$ cat src/rtl/pong_match_ctrl.sv
// Match/round sequencer for pong: counts points, enforces a serve delay, decides the winner.
// Latency: outputs are decoded from registered state; a miss updates score/winner on its edge.
// Backpressure: start=0 freezes all state and forces ball_on/round_reset/point_pulse low.
// Optional feature macro: PONG_WIN_BY_TWO_EN (deuce play, win needs a 2-point lead).
module pong_match_ctrl #(
  parameter int SCORE_W      = 4,
  parameter int WIN_SCORE    = 10,
  parameter int DELAY_CYCLES = 81000000
) (
  input  logic               clk,
  input  logic               reset,
  input  logic               start,
  input  logic               new_game,
  input  logic               miss_valid,
  input  logic               miss_side,
  output logic               ball_on,
  output logic               round_reset,
  output logic               serve_dir,
  output logic               point_pulse,
  output logic [SCORE_W-1:0] p1_score,
  output logic [SCORE_W-1:0] p2_score,
  output logic [1:0]         winner
);

  localparam int CNT_W = (DELAY_CYCLES > 1) ? $clog2(DELAY_CYCLES) : 1;
  localparam logic [CNT_W-1:0]   CNT_LAST  = CNT_W'(DELAY_CYCLES - 1);
  localparam logic [SCORE_W-1:0] SCORE_MAX = {SCORE_W{1'b1}};
  localparam logic [SCORE_W-1:0] WIN_VAL   = SCORE_W'(WIN_SCORE);

  typedef enum logic [2:0] {
    ST_IDLE  = 3'd0,
    ST_SERVE = 3'd1,
    ST_PLAY  = 3'd2,
    ST_DELAY = 3'd3,
    ST_OVER  = 3'd4
  } state_t;

  state_t             state_q, state_d;
  logic [CNT_W-1:0]   cnt_q, cnt_d;
  logic [SCORE_W-1:0] p1_q, p1_d, p2_q, p2_d;
  logic [1:0]         winner_q, winner_d;
  logic               serve_dir_q, serve_dir_d;
  logic               point_pulse_q, point_pulse_d;

  // Candidate scores if this miss is awarded; they stick at the maximum instead of wrapping.
  logic [SCORE_W-1:0] p1_inc, p2_inc;
  logic               p1_win, p2_win;

  assign p1_inc = (p1_q == SCORE_MAX) ? p1_q : p1_q + SCORE_W'(1);
  assign p2_inc = (p2_q == SCORE_MAX) ? p2_q : p2_q + SCORE_W'(1);

`ifdef PONG_WIN_BY_TWO_EN
  // Deuce play: need the target and a two-point lead; a saturated counter ends the match.
  assign p1_win = (p1_inc == SCORE_MAX) ||
                  ((p1_inc >= WIN_VAL) && ({1'b0, p1_inc} >= {1'b0, p2_q} + (SCORE_W+1)'(2)));
  assign p2_win = (p2_inc == SCORE_MAX) ||
                  ((p2_inc >= WIN_VAL) && ({1'b0, p2_inc} >= {1'b0, p1_q} + (SCORE_W+1)'(2)));
`else
  // First to the target wins; lead is irrelevant.
  assign p1_win = (p1_inc == WIN_VAL) || (p1_inc == SCORE_MAX);
  assign p2_win = (p2_inc == WIN_VAL) || (p2_inc == SCORE_MAX);
`endif

  // Next-state logic: new_game overrides everything, otherwise the FSM only advances while start=1.
  always_comb begin
    state_d       = state_q;
    cnt_d         = cnt_q;
    p1_d          = p1_q;
    p2_d          = p2_q;
    winner_d      = winner_q;
    serve_dir_d   = serve_dir_q;
    point_pulse_d = 1'b0;
    if (new_game) begin
      state_d     = ST_IDLE;
      cnt_d       = '0;
      p1_d        = '0;
      p2_d        = '0;
      winner_d    = 2'd0;
      serve_dir_d = 1'b1;
    end else if (start) begin
      case (state_q)
        ST_IDLE:  state_d = ST_SERVE;
        ST_SERVE: state_d = ST_PLAY;
        ST_PLAY: begin
          if (miss_valid) begin
            // Next serve goes toward the player who just conceded.
            serve_dir_d   = miss_side;
            point_pulse_d = 1'b1;
            state_d       = ST_DELAY;
            if (miss_side) begin
              p1_d = p1_inc;
              if (p1_win) begin
                winner_d = 2'd1;
                state_d  = ST_OVER;
              end
            end else begin
              p2_d = p2_inc;
              if (p2_win) begin
                winner_d = 2'd2;
                state_d  = ST_OVER;
              end
            end
          end
        end
        ST_DELAY: begin
          if (cnt_q == CNT_LAST) begin
            cnt_d   = '0;
            state_d = ST_SERVE;
          end else begin
            cnt_d = cnt_q + CNT_W'(1);
          end
        end
        ST_OVER:  state_d = ST_OVER;
        default:  state_d = ST_IDLE;
      endcase
    end
  end

  // State and counter registers with asynchronous full clear.
  always_ff @(posedge clk or posedge reset) begin
    if (reset) begin
      state_q       <= ST_IDLE;
      cnt_q         <= '0;
      p1_q          <= '0;
      p2_q          <= '0;
      winner_q      <= 2'd0;
      serve_dir_q   <= 1'b1;
      point_pulse_q <= 1'b0;
    end else begin
      state_q       <= state_d;
      cnt_q         <= cnt_d;
      p1_q          <= p1_d;
      p2_q          <= p2_d;
      winner_q      <= winner_d;
      serve_dir_q   <= serve_dir_d;
      point_pulse_q <= point_pulse_d;
    end
  end

  // Pausing blanks the ball and suppresses the pulses without disturbing stored state.
  assign ball_on     = start & (state_q == ST_PLAY);
  assign round_reset = start & (state_q == ST_SERVE);
  assign point_pulse = start & point_pulse_q;
  assign serve_dir   = serve_dir_q;
  assign p1_score    = p1_q;
  assign p2_score    = p2_q;
  assign winner      = winner_q;

endmodule
$ cat config.mk
export PLATFORM = sky130hd
export DESIGN_NAME = pong_match_ctrl
export DESIGN_NICKNAME = d
export VERILOG_FILES = /design/src/rtl/pong_match_ctrl.sv
export SDC_FILE = /design/constraint.sdc
export NUM_CORES = 1
export LEC_CHECK = 0
export CORE_AREA = 10 10 102 104
export DETAILED_ROUTE_END_ITERATION = 6
export DIE_AREA = 0 0 112 114
export RECOVER_POWER = 25
export SLEW_MARGIN = 15
export SYNTH_ARGS = -nofsm -noshare
export SYNTH_HDL_FRONTEND = slang
export SYNTH_SLANG_ARGS = --single-unit
$ cat constraint.sdc
create_clock -name clk -period 2.8 [get_ports clk]
set_input_delay 0.56 -clock clk [delete_from_list [all_inputs] [get_ports clk]]
set_output_delay 0.56 -clock clk [all_outputs]
set_load 0.02 [all_outputs]
==> flow_summary.yaml <==
cts:
  hold_buffers: 0
  clock_path_buffers: 2
  cts_tree: "done"
  clk_pin_slew_ns: 0.07
  htree_levels: 2
  cts_root_buf: "clkbuf_8"
  clk_latency_ns: 0.29
  cts_buffers: 5
  cts.sinks: 42
  post_cts_buffers: 0
  cts_resized: 0
pwr:
  p_leak_nw: 1.16
  ir_drop_mv: 0.167
  p_per_area_nw_per_um2: 393
  finalPower_mw: 1.12
synth:
  avgSynthCellArea_um2: 9.09
  netlist_instances: 268
  synth_edf_count: 0
  ys_async_sr_fraction_pct: 100
  synth_nets: 279
  ys_seq_elements: 42
  ys.flop_type: "dfrtp_1"
  ys_seq_area_share_pct: 43.2
  synth_area_um2: 2440
  ys_warn_count: 0
  ys_types: 50
routing:
  viasPerCell: 5.02
  drtIter0Drc: 77
  drc: 0
  drt-pass1-iter-count: 4
  ant_nets: 0
  routed-via-count: 1991
  finalWirelength_um: 5440
  wire_per_inst_um: 13.7
status:
  status: "complete, no violations"
worst_setup_path:
  crit_family: "buffers and inverters"
  crit_start: "start"
  path_common_cell: "clkdlybuf4s50_1"
  slowest_delay_ns: 0.67
  crit_chain: "clkdlybuf4s50_1 -> nor3b_1 -> clkdlybuf4s50_1"
  slowest_stage: "clkdlybuf4s50_1"
  timing.rr.start: "p1_score[0]"
  crit_path_start_kind: "input pin"
  crit_type: "input pin to output port"
  cp_max_fo: 5
  crit_required_ns: 2.24
  cp-end-kind: "output port"
  arrival_ns: 2.05
  cp.buffers_inverters: 2
min_path:
  hp-class: "flop to flop"
  min_from: "cnt_q[26]"
sta:
  finalCritPeriodShare_pct: 93.3
  finalMaxSlewViolations: 0
  finalSetupViolations: 0
  setup_tns_ns: 0
  tightest_slew_ns: 0.887
  fmax_mhz: 383
  clock_skew_ns: 0.00898
  min_period_ns: 2.61
  rsz0062_at_grt: "false"
  slew_headroom_pct: 40.5
  hold_viol_final: 0
layout:
  antennaDiodeCount: 0
  layout_common_cells: "nor2_1 (43), dfrtp_1 (41), nand2_1 (24)"
  final_common_cell: "nor2_1"
  syn_to_final_growth_pct: 16.5
  final_nets: 301
  drive_above_1_share_pct: 6.92
floorplanning:
  rows: 34
  die_h_um: 114
  core_um2: 8470
  io_pins: 20
  dieArea_um2: 12800
  start_util_pct: 28.8
  die_w_um: 112
placed_design:
  dp_hpwl_um: 4030
  routabilityCongestion: 0.808
  io_buffers: 19
run:
  maxCapViolCount: 0
global_routing:
  antenna_found_initial: 0
  grt_use_total_pct: 8.85
  grt_pass1_vias: 1961
  overflow: 0
  grt_first_pass_wirelength_um: 9590
  grt_max_degree: 25
[synth_stat cells, drive strengths merged (2+ instances only)]
cell / n / share of area [%]
ha: 5 / 2.6
and3: 5 / 1.3
nand3: 9 / 1.8
or2: 2 / 0.62
and2: 2 / 0.51
o2111a: 2 / 0.92
xor2: 7 / 2.5
inv: 7 / 1.1
nor3b: 3 / 0.92
a21oi: 7 / 1.6
nand2b: 4 / 1.0
nor4: 7 / 1.8
dfrtp: 41 / 42
nand4: 14 / 3.9
buf: 4 / 0.97
nor4b: 2 / 0.72
mux2i: 3 / 1.2
xnor2: 18 / 6.5
and4b: 2 / 0.82
nand2: 24 / 3.7
and4: 5 / 1.8
nor2b: 6 / 1.5
clkbuf: 6 / 0.92
a21o: 2 / 0.62
nor2: 43 / 6.6
nor3: 10 / 2.3
a211oi: 4 / 1.2
o21ai: 9 / 1.8
[stage by stage]
step                      instances  worst slack, ns  utilization (%)  instance area [µm²]  hold WS, ns
after detailed placement        391            0.170             32.6                 2760        0.548
after CTS                       397            0.159             33.6                 2840        0.568
after global placement          391            0.116             32.6                 2760        0.523
after floorplan                 268            0.459                -                 2440        0.497
final                           397            0.189             33.6                 2840        0.553
after global routing            397            0.162             33.6                 2840        0.608
[state kept, by name, indices dropped and copies added, names as in the netlist]
register and count:
serve_dir 1, state_q 3, p1_score 4, p2_score 4, point_pulse_q 1, cnt_q 27, winner 2
[kinds of logic after synthesis]
group	share of synthesized area, %
buf+inv	2.98
compound gates	9.91
flops	43.2
xor+xnor	8.98
mux	1.69
simple gates	30.7
fa+ha+maj	2.57
[where the power goes]
group          switching, mW  total (mW)  internal (mW)
clock                  0.196       0.387          0.190
sequential            0.0129       0.627          0.614
combinational         0.0613       0.101         0.0400
[tightest hold or removal path: stages, from the launching register on]
cell	delay [ns]
dfrtp_1	0.36
xor2_1	0.08
nor2_1	0.08
[per-layer routing]
layer | routed length [µm] | vias up | global-route usage (%) | share of wire (%)
li1 | - | 991 | - | -
met1 | 2520 | 971 | 10.9 | 46
met2 | 2600 | 27 | 14.1 | 48
met3 | 300 | 2 | 3.52 | 5.5
met4 | 17 | 0 | 2.37 | 0.31
met5 | 0 | - | 0 | 0
[path summary, 6_finish.rpt]
check                              to  slack, ns  cells after the start
max in group asynchronous  state_q[2]       1.11                      3
setup reg to reg           state_q[1]       0.51                      7
min in group asynchronous   cnt_q[12]       0.79                      2
hold / removal              cnt_q[26]       0.55                      2
hold reg to reg             cnt_q[26]       0.55                      2
setup / recovery              ball_on       0.19                      3
[area by class of cell]
type	count	area [µm²]
repair buffers	25	231
flip-flops and latches	42	1050
fillers	858	5630
well taps	108	135
clock buffers	6	82.6
inverters	7	26.3
multi-input cells	209	1310
Note: power is estimated with default switching activity, not from simulation.
